$ cat config.mk
export PLATFORM = sky130hd
export DESIGN_NAME = lcd_text_buffer
export DESIGN_NICKNAME = d
export VERILOG_FILES = /design/src/rtl/lcd_text_buffer.sv
export SDC_FILE = /design/constraint.sdc
export NUM_CORES = 1
export LEC_CHECK = 0
export BUFFER_PORTS_ARGS = -buffer_cell sky130_fd_sc_hd__clkbuf_2
export CORE_ASPECT_RATIO = 1.4
export CORE_MARGIN = 2
export CORE_UTILIZATION = 50
export CTS_BUF_LIST = sky130_fd_sc_hd__clkbuf_4
export DETAILED_ROUTE_END_ITERATION = 6
export PLACE_DENSITY = 0.72
export SLEW_MARGIN = 20
export SYNTH_ARGS = -nofsm -noshare
export SYNTH_HDL_FRONTEND = slang
export SYNTH_SLANG_ARGS = --single-unit
$ cat constraint.sdc
create_clock -name clk -period 5.4 [get_ports clk]
set_clock_uncertainty 0.15 [all_clocks]
set_input_delay 1.08 -clock clk [delete_from_list [all_inputs] [get_ports clk]]
set_output_delay 1.08 -clock clk [all_outputs]
set_load 0.01 [all_outputs]
$ cat src/rtl/lcd_text_buffer.sv
// ============================================================================
// Module   : lcd_text_buffer
// Brief    : Character buffer for a COLS x ROWS text LCD. It has a cursor,
//            synchronized step buttons and a one-cell-per-cycle clear sweep.
// Revision : 1.0
// ============================================================================
`default_nettype none

module lcd_text_buffer #(
  parameter int         COLS     = 16,
  parameter int         ROWS     = 2,
  parameter logic [7:0] BLANK    = 8'h20,
  parameter int         AUTO_ADV = 1
) (
  input  logic                             clk,
  input  logic                             rst,
  input  logic                             next_i,
  input  logic                             prev_i,
  input  logic                             wr_i,
  input  logic [7:0]                       char_i,
  input  logic                             bksp_i,
  input  logic                             clr_i,
  output logic [8*COLS*ROWS-1:0]           symbols_o,
  output logic [$clog2(COLS*ROWS)-1:0]     cursor_o,
  output logic                             busy_o
);

  localparam int            c_n    = COLS * ROWS;
  localparam int            c_cw   = $clog2(c_n);
  localparam logic [c_cw-1:0] c_last = c_cw'(c_n - 1);

  typedef enum logic [0:0] {
    S_IDLE  = 1'b0,
    S_CLEAR = 1'b1
  } state_t;

  state_t          r_state;
  logic [7:0]      r_cells [c_n];
  logic [c_cw-1:0] r_cursor;
  logic [c_cw-1:0] r_clr_idx;
  logic            r_busy;

  logic r_next_s1, r_next_s2, r_next_d;
  logic r_prev_s1, r_prev_s2, r_prev_d;

  logic            w_next_step;
  logic            w_prev_step;
  logic [c_cw-1:0] w_cur_inc;
  logic [c_cw-1:0] w_cur_dec;

  // Button levels: two-flop synchronizer followed by an edge-detect stage
  always_ff @(posedge clk or negedge rst) begin
    if (!rst) begin
      r_next_s1 <= 1'b0;
      r_next_s2 <= 1'b0;
      r_next_d  <= 1'b0;
      r_prev_s1 <= 1'b0;
      r_prev_s2 <= 1'b0;
      r_prev_d  <= 1'b0;
    end else begin
      r_next_s1 <= next_i;
      r_next_s2 <= r_next_s1;
      r_next_d  <= r_next_s2;
      r_prev_s1 <= prev_i;
      r_prev_s2 <= r_prev_s1;
      r_prev_d  <= r_prev_s2;
    end
  end

  assign w_next_step = r_next_s2 & ~r_next_d;
  assign w_prev_step = r_prev_s2 & ~r_prev_d;

  // Compare against the last index so that wrapping works for any N
  assign w_cur_inc = (r_cursor == c_last) ? '0 : r_cursor + 1'b1;
  assign w_cur_dec = (r_cursor == '0) ? c_last : r_cursor - 1'b1;

  always_ff @(posedge clk or negedge rst) begin
    if (!rst) begin
      r_state   <= S_IDLE;
      r_cursor  <= '0;
      r_clr_idx <= '0;
      r_busy    <= 1'b0;
      for (int i = 0; i < c_n; i++) begin
        r_cells[i] <= BLANK;
      end
    end else begin
      case (r_state)
        S_IDLE: begin
          if (clr_i) begin
            r_state   <= S_CLEAR;
            r_busy    <= 1'b1;
            r_clr_idx <= '0;
          end else if (wr_i) begin
            r_cells[r_cursor] <= char_i;
            if (AUTO_ADV != 0) begin
              r_cursor <= w_cur_inc;
            end
          end else if (bksp_i) begin
            r_cursor           <= w_cur_dec;
            r_cells[w_cur_dec] <= BLANK;
          end else if (w_next_step && !w_prev_step) begin
            r_cursor <= w_cur_inc;
          end else if (w_prev_step && !w_next_step) begin
            r_cursor <= w_cur_dec;
          end
        end
        S_CLEAR: begin
          r_cells[r_clr_idx] <= BLANK;
          if (r_clr_idx == c_last) begin
            r_state  <= S_IDLE;
            r_busy   <= 1'b0;
            r_cursor <= '0;
          end else begin
            r_clr_idx <= r_clr_idx + 1'b1;
          end
        end
        default: begin
          r_state <= S_IDLE;
          r_busy  <= 1'b0;
        end
      endcase
    end
  end

  for (genvar i = 0; i < c_n; i++) begin : g_flat
    assign symbols_o[8*(c_n-1-i) +: 8] = r_cells[i];
  end

  assign cursor_o = r_cursor;
  assign busy_o   = r_busy;

endmodule

`default_nettype wire
==> metrics.md <==
| Metric | Value |
|---|---|
| Share of the synthesized area in the top cell type | between 40% and 50% |
| CP max-delay cell | o311a_1 |
| Die Wd | roughly 140 um |
| Outcome | complete, no violations |
| Global router's overall resource usage | between 20 and 30% |
| Root Driver | clkbuf_4 |
| Yosys reg bits | about 270 |
| Synthesized Nets | 1,112 |
| Skew-Pair Late Insertion Delay | ~0.74 ns |
| Final ANT Viol Nets | 0 |
| Initial Utilization | around 51% |
| Initial antenna violation count | 1 |
| HPWL after DPL | between 20,000 and 30,000 um |
| DRT Wirelength | 38,400 um |
| Type of destination of the critical path | flip-flop |
| Post-cts gate resize count | 0 |
| Vias in the first global route | between 10,000 and 15,000 |
| Setup TNS | 0 ns |
| CTS Buffer Depth | 3 |
| Core area | roughly 0.024 mm2 |
| CP peak stage delay | ~0.55 ns |
| Critical path required time | 5.90 ns |
| Worst-Margin Slew | about 1.1 ns |
| DR vias/cell | approximately 6.2 |
| Iter 0 DRT Violations | 892 |
| Remaining DRCs | 0 |
| Final Hold Fails | 0 |
| Pleak | around 7 nW |
| Largest net degree at the start of global routing | around 130 |
| Bufs and invs on worst path | 1 |
| Post-CTS setup buffer count | 0 |
| RSZ-0062 raised after global routing | no |
| Setup-failing EPs final | 0 |
| Fin. max-slew vios | 0 |
| Die extent in y | between 150 and 200 um |
| Netlist area before placement | roughly 0.012 mm2 |
| Largest area contributor in the netlist | dfrtp_1 |
| Buffers added on ports | about 280 |
| Pre-antenna DRT Iters | 7 |
| Maxcap violations | 0 |
| Worst Path Arrival | 3.87 ns |
| Final Wtd Congestion | 0.958 |
| Number of core rows | 67 |
| CTS tree | yes |
| Max VDD drop | approximately 0.20 mV |
| Max Clk Rate | 297 MHz |
| Clock sink count | between 200 and 300 |
| Top cells by area, synth | dfrtp_1, a22o_1, o2bb2ai_1, dfstp_2, nand2_1 |
| Worst-path fanout max | 11 |
| Global route total overflow | 0 |
| Nature of the critical path startpoint | flip-flop |
| WHS | ~0.20 ns |
| Fin crit share | 62.4% |
| CP top delay family | compound AO/OA/AOI/OAI gates |
| Via count | approximately 11,000 |
| Setup CP Type | flip-flop to flip-flop |
| IO Pins | about 280 |
| Slew HR | slightly below 30% |
| Seq/Total Area, Yosys | a little under three fifths |
| Fillers | 2,040 |
| WL/cell | around 22 um |
| Post-synth EDFFs | 0 |
| Ys flop type | dfrtp_1 |
| CTS H-tree lvls | 2 |
| Area grow syn2layout | 19.4% |
| Ordered list of cells on the worst path | inv_1, ha_1, nor2b_1, o311a_1, nor2_1, o21ai_1, a22o_1 |
| Ratio of cells with drive above 1 in the final layout | 33.1% |
| Pwr dens | 426 mW/mm2 |
| First-pass GRT wire length | approximately 60,000 um |
| Yosys cell types | 70 |
| Worst hold path type | flip-flop to flip-flop |
| CTS Hold Buffers Added | 0 |
| Crit path time final | approximately 3.4 ns |
| Cells after synthesis | ~1,100 |
| Synthesized area per cell | 11.3 um2 |
| Die area | 0.0258 mm2 |
| Post-layout net count | about 1,400 |
| Async SR Flop Fraction | 100% |
| CTS clk-pin slew, worst paths | ~0.07 ns |
| CTS buffer count | between 60 and 70 |
| YS warnings | 0 |
placed cells by master, fill, tap and decap left out, types with 5 or more instances in the layout:
cell,n
clkbuf_2,275
dfrtp_1,241
a22o_1,108
o2bb2ai_1,98
clkbuf_4,95
nand2_1,71
nor2_1,66
o21ai_0,51
nand3_1,42
dfstp_2,32
o22ai_1,23
nand2b_1,21
a221oi_1,21
buf_4,19
o21ai_1,18
a21oi_1,17
a211oi_1,15
nor2b_1,14
ha_1,14
inv_1,13
o21ai_2,12
clkinv_1,11
nor3_1,10
nand4_1,9
a2111oi_0,9
a211oi_2,8
nor4_1,6
and3_1,5
cell families (layout without fill, tap and decap cells):
kind of cell | Yosys count | after routing | synth area share [%]
simple gates | 277 | 277 | 11.3
xor+xnor | 5 | 5 | 0.358
compound gates | 417 | 417 | 26.8
other cells | 0 | 1 | 0
mux | 5 | 5 | 0.429
fa+ha+maj | 14 | 14 | 1.43
flops | 274 | 274 | 56.4
buf+inv | 91 | 420 | 3.25
cell usage after synthesis, types with 6 or more instances:
cell / instances
nor3_1: 10
nand3_1: 42
nand2_1: 71
nor2b_1: 15
a211oi_2: 8
o22ai_1: 23
nand2b_1: 21
dfrtp_1: 242
dfstp_2: 32
buf_2: 11
a2111oi_0: 9
nor4_1: 6
clkbuf_1: 53
ha_1: 14
a22o_1: 108
nor2_1: 66
a211oi_1: 15
inv_1: 13
a221oi_1: 21
nand4_1: 9
o21ai_2: 12
o21ai_1: 17
o2bb2ai_1: 98
o21ai_0: 52
a21oi_1: 17
flip-flops by register name (all words and copies together) (netlist names):
register and cells:
symbols_o 256, cursor_o 5, r_clr_idx 5, busy_o 1
r_next_d 1, r_next_s1 1, r_next_s2 1, r_prev_d 1
r_prev_s1 1, r_prev_s2 1, r_state 1
per-stage QoR:
| stage | util (%) | power, mW | instances | area, um2 | worst slack (ns) |
|---|---|---|---|---|---|
| CTS | 60.9 | 6.22 | 1722 | 14600 | 2.05 |
| global route | 60.9 | 6.55 | 1723 | 14600 | 1.86 |
| detailed placement | 57.7 | 4.62 | 1611 | 13800 | 2.06 |
| floorplan | - | 3.93 | 1083 | 12200 | 2.61 |
| finish | 60.9 | 6.22 | 1723 | 14600 | 2.03 |
| global placement | 57.7 | 4.58 | 1611 | 13800 | 2.12 |
power breakdown:
group | total (mW) | leakage (nW) | internal, mW | switching, mW
logic | 2.02 | 2.68 | 0.635 | 1.39
registers | 2.60 | 3.68 | 2.34 | 0.261
clock network | 1.60 | 0.475 | 0.798 | 0.800
layout make-up:
class / count / area, um2 / area share (%)
Sequential cell: 274 / 6900 / 47.2
Multi-Input combinational cell: 718 / 4940 / 33.8
Timing Repair Buffer: 296 / 1550 / 10.6
Clock buffer: 95 / 713 / 4.88
Tap cell: 310 / 388 / 2.65
Clock inverter: 16 / 63.8 / 0.437
Inverter: 13 / 48.8 / 0.334
Antenna cell: 1 / 2.50 / 0.0171
layer usage:
metal / wire length [um] / GRT usage (%)
met5: 0 / 0
met1: 15200 / 39.8
met3: 2960 / 5.38
met2: 18900 / 48.1
met4: 1380 / 11.7
final timing paths:
path                                          from                    endpoint  slack (ns)  cells past startpoint
setup / recovery           cursor_o[1]$_DFFE_PN0P_  symbols_o[111]$_DFFE_PN0P_        2.03                      7
setup reg to reg           cursor_o[1]$_DFFE_PN0P_  symbols_o[111]$_DFFE_PN0P_        2.03                      7
max in group asynchronous                      rst  symbols_o[153]$_DFFE_PN0P_        3.66                      2
min in group asynchronous                      rst  symbols_o[224]$_DFFE_PN0P_        0.26                      1
hold reg to reg                r_next_s1$_DFF_PN0_         r_next_s2$_DFF_PN0_        0.20                      0
hold / removal                 r_next_s1$_DFF_PN0_         r_next_s2$_DFF_PN0_        0.20                      0
No activity file was read; power rests on OpenSTA's default activity.
